==> src/rtl/seq_tx_pkg.sv <==
`default_nettype none
// ============================================================================
// Module      : seq_tx_pkg
// Description : Shared definitions for the seq_tx serial pattern transmitter.
//               Holds the control FSM state encoding and the default pattern
//               register width.
// Revision    : 1.0 - initial release
// ============================================================================
package seq_tx_pkg;

    // Default width of the pattern register in bits.
    localparam int c_default_width = 8;

    // Control FSM state encoding.
    typedef enum logic [1:0] {
        IDLE  = 2'b00,
        SHIFT = 2'b01,
        GAP   = 2'b10,
        DONE  = 2'b11
    } state_t;

endpackage : seq_tx_pkg
`default_nettype wire

==> src/rtl/seq_tx_shreg.sv <==
`default_nettype none
// ============================================================================
// Module      : seq_tx_shreg
// Description : Pattern shift register with parallel load plus bit counter.
//               Keeps a captured copy of pattern/len so every repetition can
//               restart from the original word.
// Ports       : clk, rst_n        - clock, asynchronous active-low reset
//               load              - capture pattern/len and prime the shifter
//               reload            - restart shifting from the captured word
//               shift             - advance one bit
//               pattern, len      - parallel load data
//               data_msb          - next bit to be transmitted
//               cap_msb           - MSB of the captured word
//               last              - bit counter has reached the final bit
// Revision    : 1.0 - initial release
// ============================================================================
module seq_tx_shreg
    import seq_tx_pkg::*;
#(
    parameter int WIDTH = c_default_width,
    parameter int LEN_W = $clog2(WIDTH)
) (
    input  logic             clk,
    input  logic             rst_n,
    input  logic             load,
    input  logic             reload,
    input  logic             shift,
    input  logic [WIDTH-1:0] pattern,
    input  logic [LEN_W-1:0] len,
    output logic             data_msb,
    output logic             cap_msb,
    output logic             last
);

    logic [WIDTH-1:0] r_cap_pattern;
    logic [LEN_W-1:0] r_cap_len;
    logic [WIDTH-1:0] r_data;
    logic [LEN_W-1:0] r_cnt;

    // The MSB is presented by the control FSM on the same edge that loads the
    // shifter, so the shifter is primed with the word already shifted by one
    // and the counter holds the number of bits still to come.
    always_ff @(posedge clk or negedge rst_n) begin
        if (!rst_n) begin
            r_cap_pattern <= '0;
            r_cap_len     <= '0;
            r_data        <= '0;
            r_cnt         <= '0;
        end else if (load) begin
            r_cap_pattern <= pattern;
            r_cap_len     <= len;
            r_data        <= {pattern[WIDTH-2:0], 1'b0};
            r_cnt         <= len;
        end else if (reload) begin
            r_data        <= {r_cap_pattern[WIDTH-2:0], 1'b0};
            r_cnt         <= r_cap_len;
        end else if (shift) begin
            r_data        <= {r_data[WIDTH-2:0], 1'b0};
            r_cnt         <= r_cnt - LEN_W'(1);
        end
    end

    assign data_msb = r_data[WIDTH-1];
    assign cap_msb  = r_cap_pattern[WIDTH-1];
    assign last     = (r_cnt == '0);

endmodule : seq_tx_shreg
`default_nettype wire

==> src/rtl/seq_tx.sv <==
`default_nettype none
// ============================================================================
// Module      : seq_tx
// Description : Serial pattern transmitter. Sends the top len+1 bits of a
//               captured pattern MSB first, reps+1 times, with a one-cycle
//               gap between repetitions and a one-cycle done pulse at the end.
// Ports       : clk, rst_n        - clock, asynchronous active-low reset
//               load_valid/ready  - pattern load handshake
//               pattern, len, reps- transfer description, captured on load
//               abort             - synchronous cancel, highest priority
//               x_out, x_valid    - serial bit stream and its qualifier
//               busy, done        - in-progress flag, completion pulse
// Revision    : 1.0 - initial release
// ============================================================================
module seq_tx
    import seq_tx_pkg::*;
#(
    parameter int WIDTH = c_default_width
) (
    input  logic                     clk,
    input  logic                     rst_n,
    input  logic                     load_valid,
    output logic                     load_ready,
    input  logic [WIDTH-1:0]         pattern,
    input  logic [$clog2(WIDTH)-1:0] len,
    input  logic [3:0]               reps,
    input  logic                     abort,
    output logic                     x_out,
    output logic                     x_valid,
    output logic                     busy,
    output logic                     done
);

    localparam int LEN_W = $clog2(WIDTH);

    state_t     r_state;
    logic [3:0] r_reps;

    logic w_load;
    logic w_reload;
    logic w_shift;
    logic w_data_msb;
    logic w_cap_msb;
    logic w_last;

    assign w_load   = (r_state == IDLE) && load_ready && load_valid && !abort;
    assign w_reload = (r_state == GAP) && !abort;
    assign w_shift  = (r_state == SHIFT) && !w_last && !abort;

    seq_tx_shreg #(
        .WIDTH (WIDTH),
        .LEN_W (LEN_W)
    ) u_shreg (
        .clk      (clk),
        .rst_n    (rst_n),
        .load     (w_load),
        .reload   (w_reload),
        .shift    (w_shift),
        .pattern  (pattern),
        .len      (len),
        .data_msb (w_data_msb),
        .cap_msb  (w_cap_msb),
        .last     (w_last)
    );

    // Outputs describe the state being entered, so every output defaults to
    // 0 and each transition raises only what the next cycle needs.
    always_ff @(posedge clk or negedge rst_n) begin
        if (!rst_n) begin
            r_state    <= IDLE;
            r_reps     <= 4'd0;
            load_ready <= 1'b0;
            x_out      <= 1'b0;
            x_valid    <= 1'b0;
            busy       <= 1'b0;
            done       <= 1'b0;
        end else begin
            load_ready <= 1'b0;
            x_out      <= 1'b0;
            x_valid    <= 1'b0;
            busy       <= 1'b0;
            done       <= 1'b0;
            if (abort) begin
                // load_ready stays low for the cycle after an abort.
                r_state <= IDLE;
            end else begin
                case (r_state)
                    IDLE: begin
                        if (load_ready && load_valid) begin
                            r_state <= SHIFT;
                            r_reps  <= reps;
                            x_out   <= pattern[WIDTH-1];
                            x_valid <= 1'b1;
                            busy    <= 1'b1;
                        end else begin
                            load_ready <= 1'b1;
                        end
                    end
                    SHIFT: begin
                        if (!w_last) begin
                            x_out   <= w_data_msb;
                            x_valid <= 1'b1;
                            busy    <= 1'b1;
                        end else if (r_reps != 4'd0) begin
                            r_state <= GAP;
                            r_reps  <= r_reps - 4'd1;
                            busy    <= 1'b1;
                        end else begin
                            r_state <= DONE;
                            done    <= 1'b1;
                        end
                    end
                    GAP: begin
                        r_state <= SHIFT;
                        x_out   <= w_cap_msb;
                        x_valid <= 1'b1;
                        busy    <= 1'b1;
                    end
                    DONE: begin
                        r_state    <= IDLE;
                        load_ready <= 1'b1;
                    end
                    default: r_state <= IDLE;
                endcase
            end
        end
    end

endmodule : seq_tx
`default_nettype wire

==> config.mk <==
export PLATFORM = sky130hd
export DESIGN_NAME = seq_tx
export DESIGN_NICKNAME = d
export VERILOG_FILES = /design/src/rtl/seq_tx_pkg.sv /design/src/rtl/seq_tx_shreg.sv /design/src/rtl/seq_tx.sv
export SDC_FILE = /design/constraint.sdc
export NUM_CORES = 1
export LEC_CHECK = 0
export CAP_MARGIN = 10
export CORE_ASPECT_RATIO = 1.2
export CORE_MARGIN = 4
export CORE_UTILIZATION = 45
export CTS_BUF_LIST = sky130_fd_sc_hd__clkbuf_4
export DETAILED_ROUTE_END_ITERATION = 7
export PLACE_DENSITY = 0.79
export SLEW_MARGIN = 25
export SYNTH_ARGS = -nofsm -noshare
export SYNTH_HDL_FRONTEND = slang
export SYNTH_SLANG_ARGS = --single-unit
==> constraint.sdc <==
create_clock -name clk -period 3 [get_ports clk]
set_input_delay 0.6 -clock clk [delete_from_list [all_inputs] [get_ports clk]]
set_output_delay 0.6 -clock clk [all_outputs]
set_load 0.02 [all_outputs]
Word level (Yosys, flattened, before mapping). Index checks and enable logic that the tools add are counted.

Register bits after elaboration: 33. Input port bits: 19. Output and inout port bits: 5. Word-level logic and storage cells: 72.

Add/subtract/negate cells: 2. Equal/unequal tests: 8. Mux-type cells: 34. Bitwise gates (word level): 1. Reductions and logical operators: 16.

Operators with widths (count): $mux W8 (3); $mux W1 (16); $mux W4 (3); $mux W3 (3); $pmux W1 S3 (3); $pmux W2 S4 (1); $pmux W4 S2 (1); $logic_and A1 B1 Y1 (7); $mux W2 (3); $reduce_and A5 Y1 (1); $eq A2 B2 Y1 const B (2); $ne A2 B1 Y1 const B (2); $reduce_bool A4 Y1 (1); $sub A4 B1 Y4 const B (1); $logic_not A3 Y1 (1); $ne A3 B2 Y1 const B (1); $ne A3 B3 Y1 const B (1); $reduce_bool A3 Y1 (1); $sub A3 B1 Y3 const B (1); $eq A2 B1 Y1 const B (1); $logic_not A1 Y1 (2); $logic_not A2 Y1 (1); $ne A2 B2 Y1 const B (1); $pmux W1 S2 (1); other kinds (3) (3).

Depth between registers and ports, before layout.
Depth after elaboration: 7. Gate-level depth with buffers: 8. Mapped depth without buffers: 7.

By module. From an unflattened synthesis, not the netlist that was laid out.

Cell total of the unflattened synthesis: 171. Area, all modules: 1656.6 µm².

Modules (own cells, without submodules): seq_tx_shreg (instances 1, cells an instance 100, area an instance 963.4 µm², seq. area each 525.5 µm²); seq_tx (instances 1, cells an instance 71, area an instance 693.2 µm², seq. area each 275.3 µm²).

Least setup slack after synthesis. Ideal clock, no wire load.

Path type: reg-to-reg. Start point: reg r_state[0]. End point: reg r_reps[2]. Library setup time: 0.133 ns. Data arrival time: 1.577 ns. Required time: 2.867 ns. Setup slack: 1.290 ns. Stages on the path, launching flop included: 7. Buffers on the path: 0. Clock period less this slack: 1.710 ns. Cells stage by stage: dfrtp_1 -> inv_1 -> ha_1 -> a21boi_1 -> nor4_4 -> mux2i_1 -> o211ai_1.

Longest elaborated chain between the ends: 3. Elaborated cells between the ends (all ways): 8. Those cells by class: eq/ne (4); mux (1); reduce/logical (3).

Ends and longest elaborated chain: from (decl) (line seq_tx.sv:36) `state_t r_state;`; from (signal assigned) (line seq_tx.sv:70) `r_state <= IDLE;`; from (signal assigned) (line seq_tx.sv:85) `r_state <= IDLE;`; from (signal assigned) (line seq_tx.sv:90) `r_state <= SHIFT;`; $eq A2 B1 Y1 or $logic_not A2 Y1 (tied branches) (line seq_tx.sv:87) `case (r_state)`; $ne A2 B1 Y1 (no line), or another cell as far along; $reduce_and A5 Y1 (no line); to (signal assigned) (line seq_tx.sv:91) `r_reps <= reps;`; to (signal assigned) (line seq_tx.sv:106) `r_reps <= r_reps - 4'd1;`; to (decl) (line seq_tx.sv:37) `logic [3:0] r_reps;`.

Several ways; a longest one is shown, not always the timed one. A chain may end at the register's enable or synchronous reset.

Worst setup path after layout.
Start point: reg r_state[1]. End point: reg u_shreg.r_cnt[1].

Longest elaborated chain between the ends: 5. Elaborated cells between the ends (all ways): 12. Those cells by class: eq/ne (2); mux (2); reduce/logical (8).

Ends and longest elaborated chain: $logic_not A2 Y1 (line seq_tx.sv:46) `assign w_load = (r_state == IDLE) && load_ready && load_valid && !abort;`; $logic_and A1 B1 Y1 (3 in series) (line seq_tx.sv:46); $reduce_bool A3 Y1 (no line) or $mux W3 (tied branches); to (signal assigned) (line seq_tx_shreg.sv:53) `r_cnt <= len;`; to (signal assigned) (line seq_tx_shreg.sv:56) `r_cnt <= r_cap_len;`; to (signal assigned) (line seq_tx_shreg.sv:59) `r_cnt <= r_cnt - LEN_W'(1);`; to (decl) (line seq_tx_shreg.sv:38) `logic [LEN_W-1:0] r_cnt;`.

Several ways; a longest one is shown, not always the timed one.

==> impl_metrics.csv <==
group,metric,value,unit
setup_path,crit_cells,6,
grt,first_global_vias,1313,
die,rows,23,
setup_path,critPathMaxFanout,16,
setup_path,crit_type,"flip-flop to flip-flop",
setup_path,cpMaxStageDelayCell,"ha_1",
run_status,status,"completed",
pwr,p_per_area,881.7,mW/mm^2
worst_hold_path,hold_class,"flip-flop to flip-flop",
grt,antenna_found_initial,0,
synthesis,async_flop_share,100.0,%
setup_path,critical_path_required,3240,ps
finish,layout.nets,221,
clock_network,clockRootBuffer,"clkbuf_4",
setup_path,critPathCaptureType,"flip-flop",
routing,drtIter0Drc,77,
clock_network,cts_num_sinks,32,
run,max_cap_violations,0,
synthesis,synth_seq_cells,32,
finish,drive_above_1_share,10.82,%
synthesis,synth-edff-count,0,
clock_network,post-cts-setup-buffers,0,
synthesis,yosys_warnings,0,
timing,fin_crit,2200,ps
routing,wl_per_cell,13.99,um
timing,hold_viol,0,
synthesis,syn_inst,167,
clock_network,clk-insertion-delay-late,340,ps
synthesis,yosysUniqueCellTypes,38,
pwr,seq_power_share,41.9,%
synthesis,synth-seq-area-share,47.98,%
setup_path,cp-startpoint,"r_state[1]",
setup_path,reg2reg_to,"u_shreg.r_cnt[1]",
timing,fmax,454.6,MHz
routing,route.detailed.drc,0,
timing,setup_viol,0,
pwr,combPwrFrac,44.0,%
synthesis,avgSynthCellArea,9.995,um^2
setup_path,arrival,2440,ps
routing,first_pass_iters,4,
clock_network,cts_resized,0,
grt,grt_max_degree,33,
pwr,pwr-share-clk,14.1,%
synthesis,synth_top_area_cell,"dfrtp_1",
setup_path,crit_path_start_kind,"flip-flop",
routing,ant_nets,0,
die,die_h,74.72,um
routing,via_count,1236,
pwr,p_total,1755,uW
pwr,peakVddDrop,400.0,uV
placement,dp_hpwl,2.367,mm
setup_path,crit_path_max_incr_delay,480,ps
grt,grt_pass1_wl,5.623,mm
placement,gp_congestion,0.7591,
setup_path,critical_path.top_delay_family,"simple AND/OR/NAND/NOR gates",
grt,grt_usage,15.34,%
timing,finalCritPeriodShare,73.32,%
setup_path,path_buf_inv,1,
timing,fin_skew,7.955,ps
die,ioPinCount,24,
routing,wl,3.232,mm
grt,grt_overflow,0,
setup_path,crit_end,"u_shreg.r_cnt[1]",
timing,setup_tns,0,ps
setup_path,rr_startpoint,"r_state[1]",
clock_network,clkTransAtPathRegs,100,ps
timing,rsz0062_at_grt,"false",
timing,slew_headroom,52.52,%
synthesis,postSynthNetCount,195,
clock_network,cts_tree,"done",
pwr,leakagePower,0.0009423,uW
finish,antenna_cells,0,
timing,slew_violations,0,
pwr,p_int,1074,uW
synthesis,syn_area,0.001669,mm^2
die,dieArea,0.004752,mm^2
placement,portBuffers,23,
clock_network,cts_buffers,5,
synthesis,synth_ff_type,"dfrtp_1",
setup_path,reg2reg_depth,6,
finish,areaGrowthSynthToFinish,19.27,%
routing,viasPerCell,5.351,
die,coreArea,0.003453,mm^2
clock_network,htree_levels,2,
clock_network,ctsHoldBuffers,0,
synthesis,synth_top_area_share,47.98,%
die,initial_core_util,48.33,%
clock_network,clockBufferDepth,2,
pwr,power_switching,681.3,uW
setup_path,path_cells,"inv_1, ha_1, nor2b_4, o21bai_2, and2_1, o31ai_1",
pwr,switching_share,38.82,%
die,dieWidth,63.60,um
setup_path,r2r_setup_slack,800,ps
timing,worst_pin_slew,711.7,ps
synthesis,synth_area_leaders,"dfrtp_1, nand2_1, ha_1",
## area by class of cell
cell class	instances	area, um^2
clock inverter	3	18.77
inverter	9	33.78
tap	37	46.29
timing repair buffer	26	252.7
fill	305	1463
sequential	32	800.8
clock buffer	5	37.54
multi-input combinational	119	800.8
## how the worst min path moves through the flow
stage | endpoint | startpoint | cells after the start
2_1_floorplan | busy | rst_n | 0
3_3_place_gp | u_shreg.r_cap_pattern[4] | u_shreg.r_cap_pattern[4] | 2
3_5_place_dp | u_shreg.r_cap_pattern[2] | u_shreg.r_cap_pattern[2] | 2
4_1_cts | u_shreg.r_cap_pattern[2] | u_shreg.r_cap_pattern[2] | 2
5_1_grt | u_shreg.r_cap_pattern[2] | u_shreg.r_cap_pattern[2] | 2
6_report | u_shreg.r_cap_pattern[2] | u_shreg.r_cap_pattern[2] | 2
## sequential cells by signal, summed over array words and instances, names as in the netlist
| signal | flops |
|---|---|
| busy | 1 |
| u_shreg.r_data | 7 |
| u_shreg.r_cap_pattern | 8 |
| r_state | 2 |
| u_shreg.r_cap_len | 3 |
| r_reps | 4 |
| x_out | 1 |
| done | 1 |
| x_valid | 1 |
| load_ready | 1 |
| u_shreg.r_cnt | 3 |
## power groups by stage
stage	clock (uW)	sequential (uW)	combinational [uW]
floorplan	0	738	568
global placement	0	735	734
detailed placement	0	748	781
CTS	263	738	785
global route	287	760	870
finish	247	736	771
## through the flow
stage,setup slack [ps],instance area (um^2),std cells,util (%),hold WS (ps)
6_report,800.4,1991,231,57.64,487.5
5_1_grt,694.8,1991,231,57.64,524.2
4_1_cts,788.5,1991,231,57.64,491.5
3_5_place_dp,542.1,1934,223,56.01,464.1
3_3_place_gp,614.4,1934,223,56.01,454.7
2_1_floorplan,1290,1669,167,-,304.4
## synth_stat cells, types with 2 or more instances
cell,n
nand2_1,36
dfrtp_1,32
ha_1,9
inv_1,9
mux2i_1,9
o21ai_0,9
nor2_1,8
mux2_2,6
a211oi_1,3
and2_1,3
buf_2,3
clkbuf_1,3
nor3_1,3
nor3b_1,3
o21ai_1,3
a21oi_1,2
nand3_1,2
nand3b_1,2
o211ai_1,2
o31ai_1,2
## metal layers
metal	track usage (%)	vias up	wire, um
li1	-	627	-
met1	16.57	581	1388
met2	28.07	23	1688
met3	5.224	5	122
met4	5.755	0	34
met5	0	-	0
## placed cells by master (no fill, tap or decap), types with 3 or more instances in the layout
master	Yosys	routed
nand2_1	36	36
nor3_1	3	3
clkbuf_4	0	5
ha_1	9	9
mux2i_1	9	9
inv_1	9	9
dfrtp_1	32	32
a211oi_1	3	3
mux2_2	6	6
o21ai_0	9	9
and2_1	3	3
o21ai_1	3	3
nor2_1	8	8
nor3b_1	3	3
clkdlybuf4s50_1	0	23
buf_4	1	3
## kinds of logic after synthesis
logic type,count (synthesis),share of synthesized area (%)
flops,32,47.98
fa+ha+maj,9,6.747
mux,15,9.445
buf+inv,16,4.048
simple gates,67,20.92
compound gates,28,10.87
## tightest hold or removal path: cells and delay by family, from the launching register on
family | cells | cell delay (ps)
DFF | 1 | 350
and+or+nand+nor | 2 | 110
No activity file was read; power rests on OpenSTA's default activity.
